$ cat src/rtl/param_rom_stream_ctrl.sv
// Streams one parameter tensor per pass out of a fixed-latency, never-stalled ROM as a valid/ready stream.
// Define PARAM_STREAM_LAST_EN to add data_out_last, which flags the final beat of each pass.
module param_rom_stream_ctrl #(
  parameter int DATA_WIDTH  = 16,
  parameter int PARALLELISM = 1,
  parameter int OUT_DEPTH   = 32,
  parameter int ROM_LATENCY = 2,
  parameter int FIFO_DEPTH  = 4,
  parameter int ADDR_WIDTH  = $clog2(OUT_DEPTH + 1)
) (
  input  logic                              clk,
  input  logic                              rst,
  input  logic                              restart,
  output logic [ADDR_WIDTH-1:0]             rom_addr,
  output logic                              rom_ce,
  input  logic [DATA_WIDTH*PARALLELISM-1:0] rom_q,
  output logic [DATA_WIDTH-1:0]             data_out [PARALLELISM],
  output logic                              data_out_valid,
  input  logic                              data_out_ready
`ifdef PARAM_STREAM_LAST_EN
  ,
  output logic                              data_out_last
`endif
);

  localparam int WORD_W = DATA_WIDTH * PARALLELISM;
`ifdef PARAM_STREAM_LAST_EN
  localparam int ENTRY_W = WORD_W + 1;
`else
  localparam int ENTRY_W = WORD_W;
`endif
  localparam int CNT_W = $clog2(FIFO_DEPTH + 1);
  localparam int PTR_W = (FIFO_DEPTH > 1) ? $clog2(FIFO_DEPTH) : 1;

  generate
    if (FIFO_DEPTH < ROM_LATENCY + 1) begin : g_depth_check
      $error("param_rom_stream_ctrl: FIFO_DEPTH must be at least ROM_LATENCY+1");
    end
  endgenerate

  logic [ADDR_WIDTH-1:0]  addr_q, addr_d;
  logic [ROM_LATENCY-1:0] tag_vld_q, tag_vld_d;
`ifdef PARAM_STREAM_LAST_EN
  logic [ROM_LATENCY-1:0] tag_last_q, tag_last_d;
`endif
  logic [ENTRY_W-1:0]     mem [FIFO_DEPTH];
  logic [PTR_W-1:0]       wr_ptr_q, wr_ptr_d, rd_ptr_q, rd_ptr_d;
  logic [CNT_W-1:0]       count_q, count_d;
  logic [ENTRY_W-1:0]     head_q, head_d;
  logic [ENTRY_W-1:0]     push_entry;
  logic                   issue, push, pop;
  int                     inflight;

  function automatic logic [PTR_W-1:0] ptr_inc(input logic [PTR_W-1:0] p);
    return (p == PTR_W'(FIFO_DEPTH - 1)) ? '0 : p + PTR_W'(1);
  endfunction

  assign rom_addr       = addr_q;
  assign rom_ce         = !rst;
  assign data_out_valid = (count_q != '0);

`ifdef PARAM_STREAM_LAST_EN
  assign push_entry    = {tag_last_q[ROM_LATENCY-1], rom_q};
  assign data_out_last = head_q[ENTRY_W-1];
`else
  assign push_entry    = rom_q;
`endif

  // Credit: FIFO occupancy plus reads still inside the ROM must never exceed FIFO_DEPTH.
  always_comb begin
    inflight = 0;
    for (int i = 0; i < ROM_LATENCY; i++) inflight += int'(tag_vld_q[i]);
    issue = !rst && !restart && (int'(count_q) + inflight < FIFO_DEPTH);

    addr_d = addr_q;
    if (restart) addr_d = '0;
    else if (issue) addr_d = (addr_q == ADDR_WIDTH'(OUT_DEPTH - 1)) ? '0 : addr_q + ADDR_WIDTH'(1);

    tag_vld_d = '0;
`ifdef PARAM_STREAM_LAST_EN
    tag_last_d = '0;
`endif
    if (!restart) begin
      tag_vld_d[0] = issue;
      for (int i = 1; i < ROM_LATENCY; i++) tag_vld_d[i] = tag_vld_q[i-1];
`ifdef PARAM_STREAM_LAST_EN
      tag_last_d[0] = (addr_q == ADDR_WIDTH'(OUT_DEPTH - 1));
      for (int i = 1; i < ROM_LATENCY; i++) tag_last_d[i] = tag_last_q[i-1];
`endif
    end
  end

  always_comb begin
    push = tag_vld_q[ROM_LATENCY-1] && !restart;
    pop  = data_out_valid && data_out_ready && !restart;

    count_d = count_q;
    case ({push, pop})
      2'b10:   count_d = count_q + CNT_W'(1);
      2'b01:   count_d = count_q - CNT_W'(1);
      default: count_d = count_q;
    endcase
    if (restart) count_d = '0;

    wr_ptr_d = restart ? '0 : (push ? ptr_inc(wr_ptr_q) : wr_ptr_q);
    rd_ptr_d = restart ? '0 : (pop  ? ptr_inc(rd_ptr_q) : rd_ptr_q);

    // Head register: holds its value whenever the FIFO ends up empty, so data_out is never zeroed.
    head_d = head_q;
    if (!restart && count_d != '0) begin
      if (count_q == '0 || (pop && count_q == CNT_W'(1))) head_d = push_entry;
      else if (pop) head_d = mem[ptr_inc(rd_ptr_q)];
    end
  end

  always_ff @(posedge clk) begin
    if (rst) begin
      addr_q     <= '0;
      tag_vld_q  <= '0;
`ifdef PARAM_STREAM_LAST_EN
      tag_last_q <= '0;
`endif
      wr_ptr_q   <= '0;
      rd_ptr_q   <= '0;
      count_q    <= '0;
      head_q     <= '0;
    end else begin
      addr_q     <= addr_d;
      tag_vld_q  <= tag_vld_d;
`ifdef PARAM_STREAM_LAST_EN
      tag_last_q <= tag_last_d;
`endif
      wr_ptr_q   <= wr_ptr_d;
      rd_ptr_q   <= rd_ptr_d;
      count_q    <= count_d;
      head_q     <= head_d;
    end
  end

  always_ff @(posedge clk) begin
    if (push && !rst) mem[wr_ptr_q] <= push_entry;
  end

  genvar gi;
  generate
    for (gi = 0; gi < PARALLELISM; gi++) begin : g_lane
      assign data_out[gi] = head_q[DATA_WIDTH*gi +: DATA_WIDTH];
    end
  endgenerate

endmodule

$ cat config.mk
export PLATFORM = sky130hd
export DESIGN_NAME = param_rom_stream_ctrl
export DESIGN_NICKNAME = d
export VERILOG_FILES = /design/src/rtl/param_rom_stream_ctrl.sv
export SDC_FILE = /design/constraint.sdc
export NUM_CORES = 1
export LEC_CHECK = 0
export ABC_CLOCK_PERIOD_IN_PS = 3100
export CAP_MARGIN = 20
export CORE_MARGIN = 2
export CORE_UTILIZATION = 60
export CTS_BUF_LIST = sky130_fd_sc_hd__clkbuf_8
export CTS_CLUSTER_DIAMETER = 50
export DETAILED_ROUTE_END_ITERATION = 12
export DONT_BUFFER_PORTS = 1
export HOLD_SLACK_MARGIN = 0.02
export PLACE_DENSITY = 0.84
export SYNTH_ARGS = -nofsm -noshare
export SYNTH_HDL_FRONTEND = slang
export SYNTH_SLANG_ARGS = --single-unit
$ cat constraint.sdc
create_clock -name clk -period 3.1 [get_ports clk]
set_input_delay 0.62 -clock clk [delete_from_list [all_inputs] [get_ports clk]]
set_output_delay 0.62 -clock clk [all_outputs]
set_load 0.05 [all_outputs]
Yosys cells after proc, flatten, opt, wreduce, memory -nomap -nowiden
Memories as Yosys holds them, arrays and structs flattened.
Cells that the tools add are included.
{"block": "classes", "magnitude_cmp": 1, "eq_ne": 6, "n_reduce_logical": 17, "mux": 9, "add_sub_neg": 7}
{"operator": "two-way mux 16 bit", "n": 2}
{"operator": "logical AND 1 bit", "n": 8}
{"operator": "adder 6 x 1 -> 6 bit (second input constant)", "n": 1}
{"operator": "equality test 2 bit (second input constant)", "n": 3}
{"operator": "equality test 6 x 5 -> 1 bit (second input constant)", "n": 1}
{"operator": "two-way mux 6 bit", "n": 1}
{"operator": "case mux 3 bit (2 select lines)", "n": 1}
{"operator": "nonzero test 3 bit", "n": 2}
{"operator": "adder 2 x 1 -> 2 bit (second input constant)", "n": 2}
{"operator": "adder 3 x 2 -> 4 bit", "n": 1}
{"operator": "less-than comparator 4 x 3 -> 1 bit (second input constant)", "n": 1}
{"operator": "two-way mux 2 bit", "n": 2}
{"operator": "adder 3 x 1 -> 3 bit (second input constant)", "n": 1}
{"operator": "equality test 3 x 1 -> 1 bit (second input constant)", "n": 1}
{"operator": "zero test 3 bit", "n": 1}
{"operator": "two-way mux 3 bit", "n": 1}
{"operator": "subtractor 3 x 1 -> 3 bit (second input constant)", "n": 1}
{"operator": "adder 1 x 1 -> 2 bit", "n": 1}
{"operator": "equality test 2 x 1 -> 1 bit (second input constant)", "n": 1}
{"operator": "zero test 1 bit", "n": 2}
{"operator": "two-way mux 1 bit", "n": 2}
{"operator": "AND reduction 2 bit", "n": 1}
{"operator": "nonzero test 2 bit", "n": 1}
{"operator": "OR reduction 2 bit", "n": 1}
{"operator": "logical OR 1 bit", "n": 1}
{"block": "word_totals", "ramBits": 64, "word_cells": 47, "ff_bits": 31, "memories": 1, "out_inout_bits": 24}
{"name": "mem", "words": 4, "width": 16, "rd": 1, "rd_ports_with_merged_regs": 0, "wr": 1, "line_no": "46", "text": "logic [ENTRY_W-1:0] mem [FIFO_DEPTH];"}

Logic depth before layout (Yosys ltp)
Gate-level depths: netlist of run 1.
{"block": "depth", "depth_word": 9, "ltp_mapped": 12, "ltp_nobuf": 11}

Least setup slack after synthesis of run 1
OpenSTA, ideal clock, no wires.
{"block": "synth_timing", "path_type": "register to register", "from": "register count_q[0]", "to": "register head_q[12] (netlist: data_out[12])", "arrival_ns": 2.803, "setup_ns": 0.123, "slack_ns": 0.174, "path_stages_with_launch": 12, "path_cell_list": "dfxtp_1 -> inv_1 -> ha_1 -> nand2b_1 -> nand3_1 -> ha_1 -> nor2_1 -> mux2i_1 -> o221ai_1 -> o21ai_4 -> buf_6 -> mux2_1"}
{"block": "synth_between", "elab_chain_len": 9, "elab_cells_between_ends": 18, "cone_classes": "2 x add/sub; 3 x eq/ne; 3 x mux; 10 x reduce/logical"}
{"element": "start, declared", "line_no": "48", "text": "logic [CNT_W-1:0] count_q, count_d;"}
{"element": "start signal, assigned", "line_no": "135", "text": "count_q <= count_d;"}
{"element": "nonzero test 3 bit (*)", "line_no": "60", "text": "assign data_out_valid = (count_q != '0);"}
{"element": "net data_out_valid", "line_no": "18", "text": "output logic data_out_valid,"}
{"element": "logical AND 1 bit (*) (2 in a row)", "line_no": "95", "text": "pop = data_out_valid && data_out_ready && !restart;"}
{"element": "equality test 2 x 1 -> 1 bit or equality test 2 bit (tied branches)", "line_no": "98", "text": "case ({push, pop})"}
{"element": "case mux 3 bit (2 select lines)", "line_no": "98"}
{"element": "two-way mux 3 bit", "line_no": "103", "text": "if (restart) count_d = '0;"}
{"element": "nonzero test 3 bit", "line_no": "110", "text": "if (!restart && count_d != '0) begin"}
{"element": "logical AND 1 bit", "line_no": "110"}
{"element": "AND reduction 2 bit (no source line)"}
{"element": "end signal, assigned", "line_no": "126", "text": "head_q <= '0;"}
{"element": "end signal, assigned", "line_no": "136", "text": "head_q <= head_d;"}
{"element": "end, declared", "line_no": "49", "text": "logic [ENTRY_W-1:0] head_q, head_d;"}
The timed path passes the listed nets; every way through them passes the cells marked *.
A chain may end at the register's enable or synchronous reset.

Worst setup path after layout of run 1
{"block": "layout_timing", "from": "register count_q[0]", "to": "register head_q[7] (netlist: data_out[7])"}
{"block": "layout_between", "elab_chain_len": 9, "elab_cells_between_ends": 18, "cone_classes": "2 x add/sub; 3 x eq/ne; 3 x mux; 10 x reduce/logical"}
{"element": "nonzero test 3 bit", "line_no": "60"}
{"element": "logical AND 1 bit (2 in a row)", "line_no": "95"}
{"element": "equality test 2 x 1 -> 1 bit or equality test 2 bit (tied branches)", "line_no": "98"}
{"element": "case mux 3 bit (2 select lines)", "line_no": "98"}
{"element": "two-way mux 3 bit", "line_no": "103"}
{"element": "nonzero test 3 bit", "line_no": "110"}
{"element": "logical AND 1 bit", "line_no": "110"}
{"element": "AND reduction 2 bit (no source line)"}
Several ways; a longest one is shown, not always the timed one.

==> flow_metrics.tcl, run 1 <==
set metrics [dict create \
    run_status "complete, no violations" \
    grt_pass1_wl_microns 11100 \
    synth_top_area_share 0.463 \
    wl_met2_microns 3510 \
    grt_max_degree 36 \
    ys_async_sr_fraction 0 \
    antennaDiodeCount 0 \
    final_nets 318 \
    critPathKind "reg -> reg" \
    min_from "rom_q[11]" \
    power_density_nw_per_um2 505 \
    netlist_area_sq_um 4150 \
    startpoint "count_q[0]" \
    netlist-cell-type-count 40 \
    synth_seq_area_share 0.613 \
    cts.sinks 95 \
    synthXorXnorAreaFrac 0.00844 \
    yosysWarnings 0 \
    port_buffers 0 \
    cts-htree-levels 3 \
    cp-end-kind "register" \
    min_path_cells 0 \
    dp_worst_setup_slack_ns 0.411 \
    syn_avg_cell_area_sq_um 15.1 \
    synth_nets 308 \
    synth_largest_area_cell "edfxtp_1" \
    cp-start-kind "register" \
    drc 0 \
    drt_iter0_drc 123 \
    core-area_sq_um 6760 \
    dieHeight_microns 87.2 \
    drt-met1-wl_microns 3000 \
    clock.fmax_ghz 0.367 \
    irDropWorstVdd_uv 247 \
    path_clk_slew_ns 0.09 \
    timing.final.crit_share 0.878 \
    gp_congestion 0.751 \
    synth_top_family_by_area "multiplexers" \
    worst_pin_slew_ns 0.806 \
    dr.max_layer_used "met4" \
    cp_max_fo 16 \
    hold_buffers 0 \
    post_synth_inst_count 275 \
    clk_latency_ns 0.36 \
    grt_pass1_vias 2180 \
    min_period_ns 2.72 \
    drv_slew 0 \
    hp-class "in -> reg" \
    r2r_end "data_out[7]" \
    ant_nets 0 \
    cp.required_ns 3.35 \
    cp_data_arrival_time_ns 2.97 \
    grt_usage 0.202 \
    cts_buffers 9 \
    wl_per_cell_microns 19.0 \
    io_pins 44 \
    yosys.area_share.simple 0.0923 \
    relSlewSlack 0.463 \
    initial_utilization 0.614 \
    die_w_microns 87.2 \
    synth_compound_area_frac 0.0244 \
    rsz0062_at_grt "false" \
    ys_ff_latch 95 \
    muxShareOfSynthArea 0.196 \
    synth_edf_count 64 \
    avgViaCountPerCell 5.80 \
    routed-wl-met3_microns 387 \
    via_count 2141 \
    synthAdderAreaFrac 0.0392 \
    r2r_start "count_q[0]" \
    setup_viol 0 \
    synth.area.top_cells "edfxtp_1 (46%), dfxtp_1 (15%), mux4_2 (4.9%), mux2i_1 (4.8%), mux4_1 (4.4%)" \
    grt_overflow 0 \
    leakage_nw 1.67 \
    finalSetupTns_ns 0 \
    cts-resized-gates 0 \
    drt_wl_total_microns 7020 \
    rows 30 \
    hpwl_microns 4740 \
    drtPass1Iterations 4 \
    drv_cap 0 \
    reg2reg_depth 11 \
    cts_tree "built" \
    cts_setup_buffers 0 \
    ctsRootBufferMaster "clkbuf_8" \
    final.setup.worst_slack_ns 0.378 \
    nFillCells 457 \
    area_delta_synth_final_pct 7.81 \
    final-hold-violation-count 0 \
    drive_above_1_share 0.183 \
    hold_end "mem[1][11]" \
    fin_skew_ns 0.0139 \
    rrSetupSlack_ns 0.38 \
    synth-main-ff-cell "edfxtp_1" \
    antenna_found_initial 0 \
    die_area_sq_um 7600 \
    cts_buffer_depth 2 \
]
[flip-flops by register name, indices dropped and copies added, names as in the netlist]
name / cells
count_q: 3
data_out: 16
mem: 64
rd_ptr_q: 2
rom_addr: 6
tag_vld_q: 2
wr_ptr_q: 2
[how the worst max path moves through the flow]
stage / endpoint
3_5_place_dp: data_out[7]
6_report: data_out[7]
5_1_grt: data_out[7]
4_1_cts: data_out[7]
3_3_place_gp: data_out[10]
2_1_floorplan: data_out[12]
[area by class of cell]
class	instances	area, sq um	area share
clock buffers	9	124	0.0277
clock inverters	6	87.6	0.0196
inverters	11	41.3	0.00923
multi-input cells	159	1500	0.335
flip-flops and latches	95	2540	0.568
well taps	80	100	0.0224
repair buffers	9	80.1	0.0179
[worst max-delay path, cell delays in order, from the launching register on]
cell	delay, ns
dfxtp_1	0.42
inv_1	0.09
ha_1	0.22
nand2b_1	0.09
nand3_1	0.10
ha_1	0.41
nor2_1	0.06
mux2i_1	0.16
o221ai_1	0.21
o21ai_4	0.17
buf_4	0.29
mux2_2	0.37
[report_power, final]
group	leakage, nW	switching (mW)	internal (mW)	total, mW
logic	0.740	0.0238	0.0183	0.0421
clock network	0.103	0.404	0.449	0.853
registers	0.826	0.0116	1.35	1.37
total	1.67	0.439	1.82	2.26
[logic make-up (layout without fill, tap and decap cells)]
kind of cell,count (synthesis),after routing
AO/OA/AOI/OAI,14,14
buffers and inverters,21,35
AND/OR/NAND/NOR,75,75
XOR/XNOR,4,4
multiplexers,53,53
adder cells (fa/ha/maj),13,13
flip-flops,95,95
[metrics by stage]
step | util | cell area (sq um) | power (mW) | hold slack [ns] | std cells
after global placement | 0.631 | 4260 | 1.44 | 0.446 | 354
after global routing | 0.662 | 4470 | 2.35 | 0.319 | 369
final | 0.662 | 4470 | 2.26 | 0.350 | 369
after detailed placement | 0.631 | 4260 | 1.44 | 0.453 | 354
after CTS | 0.662 | 4470 | 2.28 | 0.322 | 369
after floorplan | - | 4150 | 1.43 | 0.437 | 275
[cells in the final DEF, fill, tap and decap left out, types with 8 or more instances in the layout]
cell type   n
edfxtp_1   64
mux2_4      9
dfxtp_1    31
buf_4       8
mux4_2      9
inv_1      12
mux2i_1    20
ha_1       13
nor2b_1    17
nor2_1     30
clkbuf_8    9
[metal layers]
layer | vias to the layer above | global-route usage
li1 | 1029 | -
met5 | - | 0
met4 | 0 | 0.0783
met3 | 13 | 0.0682
met2 | 52 | 0.328
met1 | 1047 | 0.252
[cells in the mapped netlist (all sizes together) (4+ instances only)]
cell    instances
a21oi           6
and2            4
and3            5
buf             6
clkbuf          4
dfxtp          31
edfxtp         64
ha             13
inv            11
mux2           17
mux2i          20
mux4           16
nand2           6
nor2           31
nor2b          17
No activity file was read; power rests on OpenSTA's default activity.
==> run 2: changes to the inputs <==
--- a/config.mk
+++ b/config.mk
@@ -14,7 +14,7 @@
 export DETAILED_ROUTE_END_ITERATION = 12
 export DONT_BUFFER_PORTS = 1
 export HOLD_SLACK_MARGIN = 0.02
-export PLACE_DENSITY = 0.84
+export PLACE_DENSITY = 0.76
 export SYNTH_ARGS = -nofsm -noshare
 export SYNTH_HDL_FRONTEND = slang
 export SYNTH_SLANG_ARGS = --single-unit
==> run 2 against run 1 <==
Total power down 2.5%. Critical path depth unchanged. Sequential power about the same. Critical path type unchanged.
==> flow_metrics.tcl, run 2 (synthesis gave the netlist of run 1 again) <==
set metrics [dict create \
    ctsRootBufferMaster "clkbuf_8" \
    r2r_end "data_out[9]" \
    cts_setup_buffers 0 \
    dpl-instance-area_sq_um 4230 \
    clock.fmax_ghz 0.360 \
    cts_buffer_depth 2 \
    slowest_delay_ns 0.44 \
    reg2reg_depth 11 \
    cp_common_cell "ha_1" \
    cp-end-kind "register" \
    final_common_cell "edfxtp_1" \
    run_status "complete, no violations" \
    path_buf_inv 2 \
    via_count 2111 \
    drv_cap 0 \
    top_register "mem" \
    hp-class "in -> reg" \
    final.setup.worst_slack_ns 0.319 \
    path_depth 11 \
    finalSetupTns_ns 0 \
    drt_wl_total_microns 6840 \
    rrSetupSlack_ns 0.32 \
    hold_buffers 0 \
    cts.sinks 95 \
    final_cell_area_sq_um 4430 \
    layout_common_cells "edfxtp_1 (64), dfxtp_1 (31), nor2_1 (30)" \
    critPathTopFamily "adder cells" \
    r2r_start "count_q[0]" \
    fin_skew_ns 0.0122 \
    final_nets 316 \
    cp_cell_sequence "inv_1, ha_1, nand2b_1, nand3_1, ha_1, nor2_1, mux2i_1, o221ai_1, o21ai_4, buf_4, mux2_2" \
    core-area_sq_um 6760 \
    cts_tree "built" \
    cp.required_ns 3.34 \
    finalPower_mw 2.20 \
    grt_pass1_vias 2093 \
    relSlewSlack 0.501 \
    cp_data_arrival_time_ns 3.02 \
    grt_pass1_wl_microns 10700 \
    clk_latency_ns 0.35 \
    critPathCapture "data_out[9]" \
    final-hold-violation-count 0 \
    cts-resized-gates 0 \
    multi_input_area_sq_um 1500 \
    gp_congestion 0.791 \
    drtPass1Iterations 4 \
    io_pins 44 \
    largest_reg_flops 64 \
    die_w_microns 87.2 \
    seqCellArea_sq_um 2540 \
    min_period_ns 2.78 \
    cts_buffers 9 \
    rows 30 \
    grt_usage 0.193 \
    area_delta_synth_final_pct 6.85 \
    port_buffers 0 \
    finish.utilization 0.656 \
    power_density_nw_per_um2 497 \
    antenna_found_initial 0 \
    die_area_sq_um 7600 \
    hpwl_microns 4220 \
    cp-start-kind "register" \
    nFillCells 486 \
    leakage_nw 1.66 \
    grt_max_degree 36 \
    grt_overflow 0 \
    setup_viol 0 \
    path_clk_slew_ns 0.09 \
    dieHeight_microns 87.2 \
    drive_above_1_share 0.177 \
    drv_slew 0 \
    ant_nets 0 \
    drc 0 \
    initial_utilization 0.614 \
    cts-htree-levels 3 \
    dp_worst_setup_slack_ns 0.334 \
    cp_max_fo 16 \
    worst_pin_slew_ns 0.748 \
    min_from "rst" \
    timing.final.crit_share 0.897 \
    avgViaCountPerCell 5.74 \
    rsz0062_at_grt "false" \
    critPathKind "reg -> reg" \
    startpoint "count_q[0]" \
    wl_per_cell_microns 18.6 \
    critical-path-slowest-cell "dfxtp_1" \
    irDropWorstVdd_uv 292 \
    antennaDiodeCount 0 \
    drt_iter0_drc 115 \
]
==> run 2: cell types whose count changed in the layout (fill, tap and decap cells not counted), sizes merged <==
| cell | before | now |
|---|---|---|
| buf | 9 | 7 |
| clkinv | 0 | 2 |
| clkinvlp | 2 | 0 |
| inv | 13 | 15 |
| bufinv | 2 | 1 |
==> run 2: final cells by class <==
cell class / count / area share
clock buffers: 9 / 0.0279
clock inverters: 7 / 0.0169
inverters: 11 / 0.00931
multi-input cells: 159 / 0.338
flip-flops and latches: 95 / 0.574
well taps: 80 / 0.0226
repair buffers: 7 / 0.0119
==> run 2: how the worst min path moves through the flow <==
stage,endpoint,slack (ns),cells past startpoint
after global routing,count_q[1],0.32,1
final,count_q[1],0.35,1
after floorplan,tag_vld_q[1],0.44,1
after global placement,rd_ptr_q[1],0.45,2
after detailed placement,rd_ptr_q[1],0.46,2
after CTS,count_q[1],0.33,1
==> run 2: metrics by stage <==
stage / std cells / hold WS, ns
6_report: 368 / 0.347
5_1_grt: 368 / 0.321
4_1_cts: 368 / 0.326
3_5_place_dp: 352 / 0.458
3_3_place_gp: 352 / 0.451
2_1_floorplan: 275 / 0.437
==> run 2: metal layers <==
layer	up-vias	routed length, microns	track usage	part of all wire
li1	1024	-	-	-
met1	1043	2960	0.248	0.43
met2	40	3480	0.319	0.51
met3	4	328	0.0436	0.048
met4	0	61	0.0839	0.0089
met5	-	0	0	0
==> run 2: worst register-to-register path, cell delays in order, from the launching register on <==
cell      delay (ns)
dfxtp_1         0.44
inv_1           0.10
ha_1            0.23
nand2b_1        0.09
nand3_1         0.11
ha_1            0.41
nor2_1          0.06
mux2i_1         0.14
o221ai_1        0.23
o21ai_4         0.19
buf_4           0.30
mux2_2          0.38
==> run 2: power breakdown <==
| part | internal (mW) | switching (mW) | leakage (nW) |
|---|---|---|---|
| clock network | 0.379 | 0.420 | 0.108 |
| logic | 0.0180 | 0.0233 | 0.724 |
| registers | 1.35 | 0.0114 | 0.826 |
| total | 1.75 | 0.454 | 1.66 |
==> run 3: changes to the inputs <==
--- a/config.mk
+++ b/config.mk
@@ -13,7 +13,6 @@
 export CTS_CLUSTER_DIAMETER = 50
 export DETAILED_ROUTE_END_ITERATION = 12
 export DONT_BUFFER_PORTS = 1
-export HOLD_SLACK_MARGIN = 0.02
 export PLACE_DENSITY = 0.76
 export SYNTH_ARGS = -nofsm -noshare
 export SYNTH_HDL_FRONTEND = slang
==> results of run 3 <==
Same layout as run 2: the final DEF is identical, and so are final timing and power.
